--- src/rtl/macram_mt_param.sv ---
// Parametrised RAM-based multiply-accumulate bank for one multi-tau correlator
// stage. One accumulator per lag channel lives in a single block RAM. A sample
// strobe sweeps every lag, reading RAM[k] one cycle and writing back
// RAM[k] + A*B_k the next, so each address is touched exactly once per sweep.
// Host reads share the RAM read port and are only accepted while idle.
// The RAM has no reset; software clears it with a clr sweep after power-up or
// after a mid-sweep reset.
module macram_mt_param #(
    parameter int IN_W  = 8,
    parameter int ACC_W = 32,
    parameter int LAG_W = 5,
    parameter bit SAT   = 1'b1
) (
    input  logic             clk,
    input  logic             rst,
    input  logic             sin,
    input  logic             clr,
    input  logic [IN_W-1:0]  A,
    input  logic [IN_W-1:0]  B,
    output logic [LAG_W-1:0] lag,
    output logic             busy,
    output logic             miss,
    input  logic             rd_en,
    input  logic [LAG_W-1:0] rd_addr,
    output logic [ACC_W-1:0] rd_data,
    output logic             rd_valid,
    output logic             ovf,
    output logic [ACC_W-1:0] samples
);

    localparam int DEPTH = 2 ** LAG_W;
    localparam int CNT_W = LAG_W + 1;
    // A MAC sweep needs one extra cycle to retire the write of the last lag.
    localparam logic [CNT_W-1:0] LAST_MAC = CNT_W'(DEPTH);
    localparam logic [CNT_W-1:0] LAST_CLR = CNT_W'(DEPTH - 1);

    typedef enum logic [1:0] {
        IDLE = 2'd0,
        MAC  = 2'd1,
        CLR  = 2'd2
    } state_t;

    state_t           state_q, state_d;
    logic [CNT_W-1:0] cnt_q, cnt_d;
    logic             macStart, clrStart, rdAccept, sweepDone, macRead;

    logic             miss_q;
    logic [IN_W-1:0]  aReg_q;
    logic [IN_W-1:0]  b_q;
    logic             wrEn_q;
    logic [LAG_W-1:0] wrAddr_q;

    logic [ACC_W-1:0] mem [DEPTH];
    logic [ACC_W-1:0] ramRdata_q;
    logic [LAG_W-1:0] ramRdAddr;
    logic             memWe;
    logic [LAG_W-1:0] memWaddr;
    logic [ACC_W-1:0] memWdata;

    logic [2*IN_W-1:0] prod;
    logic [ACC_W:0]    prodExt;
    logic [ACC_W:0]    sum;
    logic [ACC_W-1:0]  macResult;

    logic             ovf_q, ovf_d;
    logic [ACC_W-1:0] samples_q, samples_d;

    logic             rdPend_q;
    logic             rdValid_q;
    logic [ACC_W-1:0] rdData_q;

    // Next-state logic: sin beats clr beats rd_en in IDLE; the counter walks the lags.
    always_comb begin
        state_d  = state_q;
        cnt_d    = cnt_q;
        macStart = 1'b0;
        clrStart = 1'b0;
        rdAccept = 1'b0;
        case (state_q)
            IDLE: begin
                cnt_d = '0;
                if (sin) begin
                    state_d  = MAC;
                    macStart = 1'b1;
                end else if (clr) begin
                    state_d  = CLR;
                    clrStart = 1'b1;
                end else if (rd_en) begin
                    rdAccept = 1'b1;
                end
            end
            MAC: begin
                if (cnt_q == LAST_MAC) begin
                    state_d = IDLE;
                    cnt_d   = '0;
                end else begin
                    cnt_d = cnt_q + CNT_W'(1);
                end
            end
            CLR: begin
                if (cnt_q == LAST_CLR) begin
                    state_d = IDLE;
                    cnt_d   = '0;
                end else begin
                    cnt_d = cnt_q + CNT_W'(1);
                end
            end
            default: begin
                state_d = IDLE;
                cnt_d   = '0;
            end
        endcase
    end

    assign sweepDone = (state_q == MAC) && (cnt_q == LAST_MAC);
    assign macRead   = (state_q == MAC) && (cnt_q != LAST_MAC);
    assign busy      = (state_q != IDLE);
    assign lag       = (state_q == MAC) ? cnt_q[LAG_W-1:0] : '0;
    assign miss      = miss_q;

    // FSM state register and the dropped-sample pulse.
    always_ff @(posedge clk) begin
        if (rst) begin
            state_q <= IDLE;
            cnt_q   <= '0;
            miss_q  <= 1'b0;
        end else begin
            state_q <= state_d;
            cnt_q   <= cnt_d;
            miss_q  <= sin && (state_q != IDLE);
        end
    end

    // MAC pipeline: latch A at acceptance, and B plus the lag for next cycle's write-back.
    always_ff @(posedge clk) begin
        if (rst) begin
            aReg_q   <= '0;
            b_q      <= '0;
            wrEn_q   <= 1'b0;
            wrAddr_q <= '0;
        end else begin
            if (macStart) begin
                aReg_q <= A;
            end
            b_q      <= B;
            wrEn_q   <= macRead;
            wrAddr_q <= cnt_q[LAG_W-1:0];
        end
    end

    assign prod = {{IN_W{1'b0}}, aReg_q} * {{IN_W{1'b0}}, b_q};

    // Accumulate with one guard bit so an overflow can be flagged and optionally clamped.
    always_comb begin
        prodExt                = '0;
        prodExt[2*IN_W-1:0]    = prod;
        sum                    = {1'b0, ramRdata_q} + prodExt;
        macResult              = sum[ACC_W-1:0];
        if (SAT && sum[ACC_W]) begin
            macResult = '1;
        end
    end

    // The RAM read port is owned by the sweep during MAC and by the host otherwise.
    assign ramRdAddr = (state_q == MAC) ? cnt_q[LAG_W-1:0] : rd_addr;
    assign memWe     = wrEn_q || (state_q == CLR);
    assign memWaddr  = (state_q == CLR) ? cnt_q[LAG_W-1:0] : wrAddr_q;
    assign memWdata  = (state_q == CLR) ? '0 : macResult;

    // Block RAM: one synchronous write port, one registered read port, no reset.
    always_ff @(posedge clk) begin
        if (memWe) begin
            mem[memWaddr] <= memWdata;
        end
        ramRdata_q <= mem[ramRdAddr];
    end

    // Sticky overflow and completed-sample counter; both zeroed when a clear starts.
    always_comb begin
        ovf_d     = ovf_q;
        samples_d = samples_q;
        if (clrStart) begin
            ovf_d     = 1'b0;
            samples_d = '0;
        end else begin
            if (wrEn_q && sum[ACC_W]) begin
                ovf_d = 1'b1;
            end
            if (sweepDone && !(SAT && (&samples_q))) begin
                samples_d = samples_q + ACC_W'(1);
            end
        end
    end

    // Status registers.
    always_ff @(posedge clk) begin
        if (rst) begin
            ovf_q     <= 1'b0;
            samples_q <= '0;
        end else begin
            ovf_q     <= ovf_d;
            samples_q <= samples_d;
        end
    end

    assign ovf     = ovf_q;
    assign samples = samples_q;

    // Host read pipeline: RAM access, then output register; rd_data holds between reads.
    always_ff @(posedge clk) begin
        if (rst) begin
            rdPend_q  <= 1'b0;
            rdValid_q <= 1'b0;
            rdData_q  <= '0;
        end else begin
            rdPend_q  <= rdAccept;
            rdValid_q <= rdPend_q;
            if (rdPend_q) begin
                rdData_q <= ramRdata_q;
            end
        end
    end

    assign rd_valid = rdValid_q;
    assign rd_data  = rdData_q;

endmodule

--- config.mk ---
export PLATFORM = sky130hd
export DESIGN_NAME = macram_mt_param
export DESIGN_NICKNAME = d
export VERILOG_FILES = /design/src/rtl/macram_mt_param.sv
export SDC_FILE = /design/constraint.sdc
export NUM_CORES = 1
export LEC_CHECK = 0
export ABC_AREA = 0
export CELL_PAD_IN_SITES_DETAIL_PLACEMENT = 1
export CELL_PAD_IN_SITES_GLOBAL_PLACEMENT = 1
export CORE_MARGIN = 5
export CORE_UTILIZATION = 50
export CTS_BUF_LIST = sky130_fd_sc_hd__clkbuf_4 sky130_fd_sc_hd__clkbuf_8
export CTS_CLUSTER_SIZE = 28
export DETAILED_ROUTE_END_ITERATION = 16
export PLACE_DENSITY_LB_ADDON = 0.15
export SLEW_MARGIN = 20
export SYNTH_ARGS = -nofsm -noshare
export SYNTH_HDL_FRONTEND = slang
export SYNTH_SLANG_ARGS = --single-unit
--- constraint.sdc ---
create_clock -name clk -period 19.4 [get_ports clk]
set_input_delay 3.88 -clock clk [delete_from_list [all_inputs] [get_ports clk]]
set_output_delay 3.88 -clock clk [all_outputs]
set_load 0.02 [all_outputs]
## Word level (Yosys, flattened, before mapping)

Memory sizes are Yosys's and may differ from the RTL's. A register that Yosys moved wholly into a read port is not among the register bits.
Cells that the tools add are included.

- Memories: 1
- Bits in writable memories: 1024
- Latch bits: 0
- Logic and storage cells: 60
- Flip-flop bits (word level): 98
- Output and inout port bits: 73
- Bits in read-only memories: 0

- Shift operators: 0
- $mul: 1
- Div/mod/pow operators: 0
- Add/subtract/negate cells: 3
- Magnitude comparators: 0
- Muxes and demuxes: 21
- Reductions and logical operators: 13
- Eq/ne operators: 8
- Bitwise gates (word level): 1

Memory list:

| name | depth | bits a word | read ports | clocked after Yosys merged registers in | wr ports | RTL line | RTL |
|---|---|---|---|---|---|---|---|
| mem | 32 | 32 | 1 | 1 | 1 | 53 | `logic [ACC_W-1:0] mem [DEPTH];` |

Operators by type and width:

| kind | number |
|---|---|
| $mux W32 | 2 |
| $add A32 B16 Y33 | 1 |
| $add A32 B1 Y32 const B | 1 |
| $reduce_and A32 Y1 | 1 |
| $mul A8 B8 Y16 | 1 |
| $mux W5 | 3 |
| $mux W6 | 2 |
| $pmux W6 S2 | 1 |
| $mux W1 | 8 |
| $mux W2 | 4 |
| $add A6 B1 Y6 const B | 1 |
| $eq A6 B5 Y1 const B | 1 |
| $eq A6 B6 Y1 const B | 1 |
| $ne A6 B6 Y1 const B | 1 |
| $pmux W2 S3 | 1 |
| $logic_and A1 B1 Y1 | 5 |
| $reduce_or A4 Y1 | 1 |
| $ne A3 B3 Y1 const B | 1 |
| $reduce_and A3 Y1 | 1 |
| $eq A2 B1 Y1 const B | 1 |
| $eq A2 B2 Y1 const B | 1 |
| $logic_not A2 Y1 | 1 |
| $ne A2 B1 Y1 const B | 1 |
| $ne A2 B2 Y1 const B | 1 |
| other kinds (5) | 5 |

## Depth between registers and ports, before layout

- Depth in word-level cells: 4
- Mapped depth: 19
- Mapped depth without buffers: 17

## Worst setup path after synthesis

No wires, ideal clock.

- Path type: register to register
- Start point: register aReg_q[6]
- End point: memory mem[0][27] (data pin)
- Setup time: 467 ps
- Slack: 13103 ps
- Cell stages (with the launch flop): 18
- Clock period less this slack: 6297 ps
- Arrival: 5829 ps
- Cell sequence: dfxtp_1 > clkbuf_1 > nand2_1 > fa_1 > inv_1 > fa_1 > fa_1 > inv_1 > fa_1 > inv_1 > ha_1 > and3_1 > nand3_1 > or3_1 > buf_2 > a211oi_4 > and4b_1 > a211oi_1

- Longest elaborated chain between the ends: 4

RTL lines:

| what | RTL line | RTL |
|---|---|---|
| start, declared | 48 | `logic [IN_W-1:0] aReg_q;` |
| start signal, assigned | 137 | `aReg_q <= '0;` |
| start signal, assigned | 143 | `aReg_q <= A;` |
| $mul A8 B8 Y16 | 151 | `assign prod = {{IN_W{1'b0}}, aReg_q} * {{IN_W{1'b0}}, b_q};` |
| $add A32 B16 Y33 | 157 | `sum = {1'b0, ramRdata_q} + prodExt;` |
| $mux W32 | 159 | `if (SAT && sum[ACC_W]) begin` |
| $mux W32 | 168 | `assign memWdata = (state_q == CLR) ? '0 : macResult;` |
| via memWdata[27] | 58 | `logic [ACC_W-1:0] memWdata;` |
| end, declared | 53 |  |

The timed path passes the listed nets, and every way through them passes these cells.

## Worst setup path after layout

- Start point: register state_q[1]
- End point: output lag[1]

- Longest elaborated chain between the ends: 2

RTL lines:

| what | RTL line | RTL |
|---|---|---|
| start, declared | 43 | `state_t state_q, state_d;` |
| start signal, assigned | 128 | `state_q <= state_d;` |
| $eq A2 B1 Y1 | 118 | `assign lag = (state_q == MAC) ? cnt_q[LAG_W-1:0] : '0;` |
| $mux W5 | 118 |  |
| end, declared | 20 | `output logic [LAG_W-1:0] lag,` |

No other way between the ends.

==> results by group <==
Routing
  • Post-DR vias/cell: 6.40
  • Via count: 29,971
  • Post-Route WL: 146 mm
  • Routed WL per cell: 31.2 um
  • Antenna Nets Post-Route: 0
  • DR pass1 iterations: 5
  • Iteration-0 DRC Markers: 3,105
  • DR DRC count: 0

Logic synthesis
  • Largest family of logic cells by synthesized area: multiplexers
  • Syn Std Cell Area: 0.0482 mm^2
  • Mux contribution to synthesized area: 10.3%
  • Adder-Cell Fraction of Synth Area: 3.30%
  • Synth warn: 0
  • Synth Area in Compound Gates: 8.14%
  • Syn Nets: 3,200
  • Dominant cells by area after synthesis: edfxtp_1 (64%), mux4_2 (8.6%), dfxtp_1 (5.4%), a21oi_1 (2.9%), fa_1 (2.1%)
  • Yosys top cell area share: 63.8%
  • Simple-gate area share of the yosys netlist: 5.75%
  • Sequential share of the synthesized area: 69.2%
  • Syn avg cell area: 15.7 um^2
  • Mapped Cells: 3,077
  • Most numerous cell in the Yosys netlist: edfxtp_1
  • Synthesized flop and latch total: 1,154
  • Distinct cell type count after synthesis: 63
  • Top FF cell, synth: edfxtp_1
  • EDFF count, synth: 1,024
  • Dominant cell type by area after synthesis: edfxtp_1
  • Synth Area in XOR/XNOR: 0.800%
  • Synth async-reset ratio: 0%
  • Post-synth top cells: edfxtp_1 (1,024), a21oi_1 (279), nor2_1 (256), mux4_2 (183), dfxtp_1 (130)

Place
  • Cell area after placement: 0.0511 mm^2
  • Buffers on Ports: 98
  • GPL Wtd Cong: 0.832
  • Post-detail-place hpwl: 82.8 mm

Critical path
  • CP Cell Sequence: inv_1 -> ha_4 -> inv_1 -> nor2_1 -> clkdlybuf4s50_1
  • CP startpoint kind: flop
  • Delay-heaviest family, CP: buffers and inverters
  • Crit path max fanout: 67
  • Req. time, crit path: 15.52 ns
  • Worst stage delay on the critical path: 0.69 ns
  • Crit end category: primary output
  • CP most frequent cell: inv_1
  • Worst path slowest cell: ha_4
  • Critical path buffers and inverters: 3
  • Worst Setup Path Type: reg -> out
  • Data arrival, critical path: 3.16 ns

Timing
  • Final Hold Viols: 0
  • Final Cycle Share: 36.3%
  • Relative slew margins: 21.5%
  • F_max: 142 MHz
  • RSZ-0062 raised after global routing: false
  • Setup TNS: 0 ns
  • Final setup fails: 0
  • Fin crit period: 7.04 ns
  • Clk_skew: 0.0401 ns
  • Fin. max-slew vios: 0
  • Worst slew pin tran: 1.18 ns

GRT
  • Pin count of the biggest net entering global routing: 119
  • Initial antenna violation count: 4
  • GR Overflow Total: 0
  • First-pass GRT wire length: 213 mm
  • Global Route Usage Sum: 28.4%
  • Vias in the first global route: 31,680

Cells and area
  • Post-route cell area: 0.0549 mm^2
  • Area grow syn2layout: 14.0%
  • Layout cells sized above 1: 19.3%
  • Layout Nets: 3,383
  • Register area: 0.0334 mm^2
  • Area of the multi-input gates: 0.0143 mm^2
  • Fillers: 8,854

Power
  • Leakage: 18.1 nW
  • Peak supply drop: 0.0000648 V
  • Pwr per Cell Area: 117 mW/mm^2

Floorplanning
  • Full die area: 0.103 mm^2
  • I/O pins: 99
  • Total core area: 0.0953 mm^2
  • Std-Cell Rows: 113
  • Die Y: 320 um
  • Die width: 320 um
  • Initial Util: 50.5%

CTS
  • Post-CTS Hold Buffers: 0
  • Worst-path clk slew: 0.06 ns
  • # clock sinks: 1,154
  • Clock buffer depth: 3
  • CTS buffer count: 185
  • Worst-Skew Late Latency: 0.88 ns
  • CTS root buf: clkbuf_8
  • CTS tree: done
  • Post-CTS Setup Inserts: 0
  • Post-CTS Resized: 0
  • H-tree levels: 4

Min path
  • Hold crit path type: reg -> reg

Job
  • Max-cap violations: 0

Status
  • Status: finished, final reports clean
## worst min-delay path, delay by kind of cell (launching register included)
family / cells / cell delay, ns
and+or+nand+nor: 1 / 0.07
muxes: 1 / 0.07
DFF: 1 / 0.33
## registers in the layout, summed over array words and instances (netlist names), 2 cells and up
name	count
aReg_q	8
b_q	8
cnt_q	6
mem	1024
ramRdata_q	32
rd_data	32
samples	32
state_q	2
wrAddr_q	5
## layer usage
layer  GRT usage, %  routed length (um)  share of wire, %  vias to the layer above
met4           11.1                5660               3.9                        0
met1           38.8               58900                40                    15802
met5              0                   0                 0                        -
li1               -                   -                 -                    12398
met2           45.0               68400                47                     1476
met3           6.26               13100               9.0                      295
## kinds of logic (layout without fill, tap and decap cells)
group                    Yosys count  in the layout
adder cells (fa/ha/maj)           97             97
multiplexers                     258            258
AND/OR/NAND/NOR                  601            601
AO/OA/AOI/OAI                    623            623
XOR/XNOR                          44             44
buffers and inverters            300            636
other                              0              2
flip-flops                      1154           1154
## cell usage in the layout (no fill, tap or decap), types with 47 or more instances in the layout
master	n
a211oi_1	84
a21oi_1	263
buf_4	78
clkbuf_4	57
clkbuf_8	204
clkdlybuf4s50_1	96
dfxtp_1	128
edfxtp_1	1024
fa_1	50
inv_1	112
mux2i_1	67
mux4_2	183
nand2_1	129
nand3_1	47
nor2_1	216
o21ai_0	47
## where the power goes
part           switching [mW]  total, mW  internal [mW]
registers              0.0756       3.20           3.12
clock network           0.973       2.05           1.08
logic                   0.828       1.17          0.344
total                    1.88       6.42           4.55
## final cells by class
class                           count  area share (%)
Sequential cell                  1154            60.7
Antenna cell                        2         0.00911
Multi-Input combinational cell   1623            26.0
Tap cell                         1265            2.88
Inverter                          115           0.791
Timing Repair Buffer              181            2.97
Clock buffer                      261            5.89
Clock inverter                     79           0.750
## worst paths after layout
kind / slack (ns) / end / startpoint / depth (start not counted)
max: 12.36 / lag[1] / state_q[1] / 5
min: 0.50 / rd_data[14] / rd_data[14] / 2
max reg2reg: 12.97 / mem[11][29] / aReg_q[6] / 16
min reg2reg: 0.50 / rd_data[14] / rd_data[14] / 2
## stage by stage
step                power, mW  cells  setup WS (ns)  hold WS [ns]  utilization [%]
floorplan                3.91   3077          13.10         0.440                -
finish                   6.42   4680          12.36         0.501             57.6
CTS                      6.44   4675          12.29         0.506             57.5
global placement         4.32   4335          11.58         0.472             53.6
global route             6.69   4679          12.21         0.545             57.6
detailed placement       4.39   4335          11.57         0.494             53.7
(Power assumes the default switching activity.)
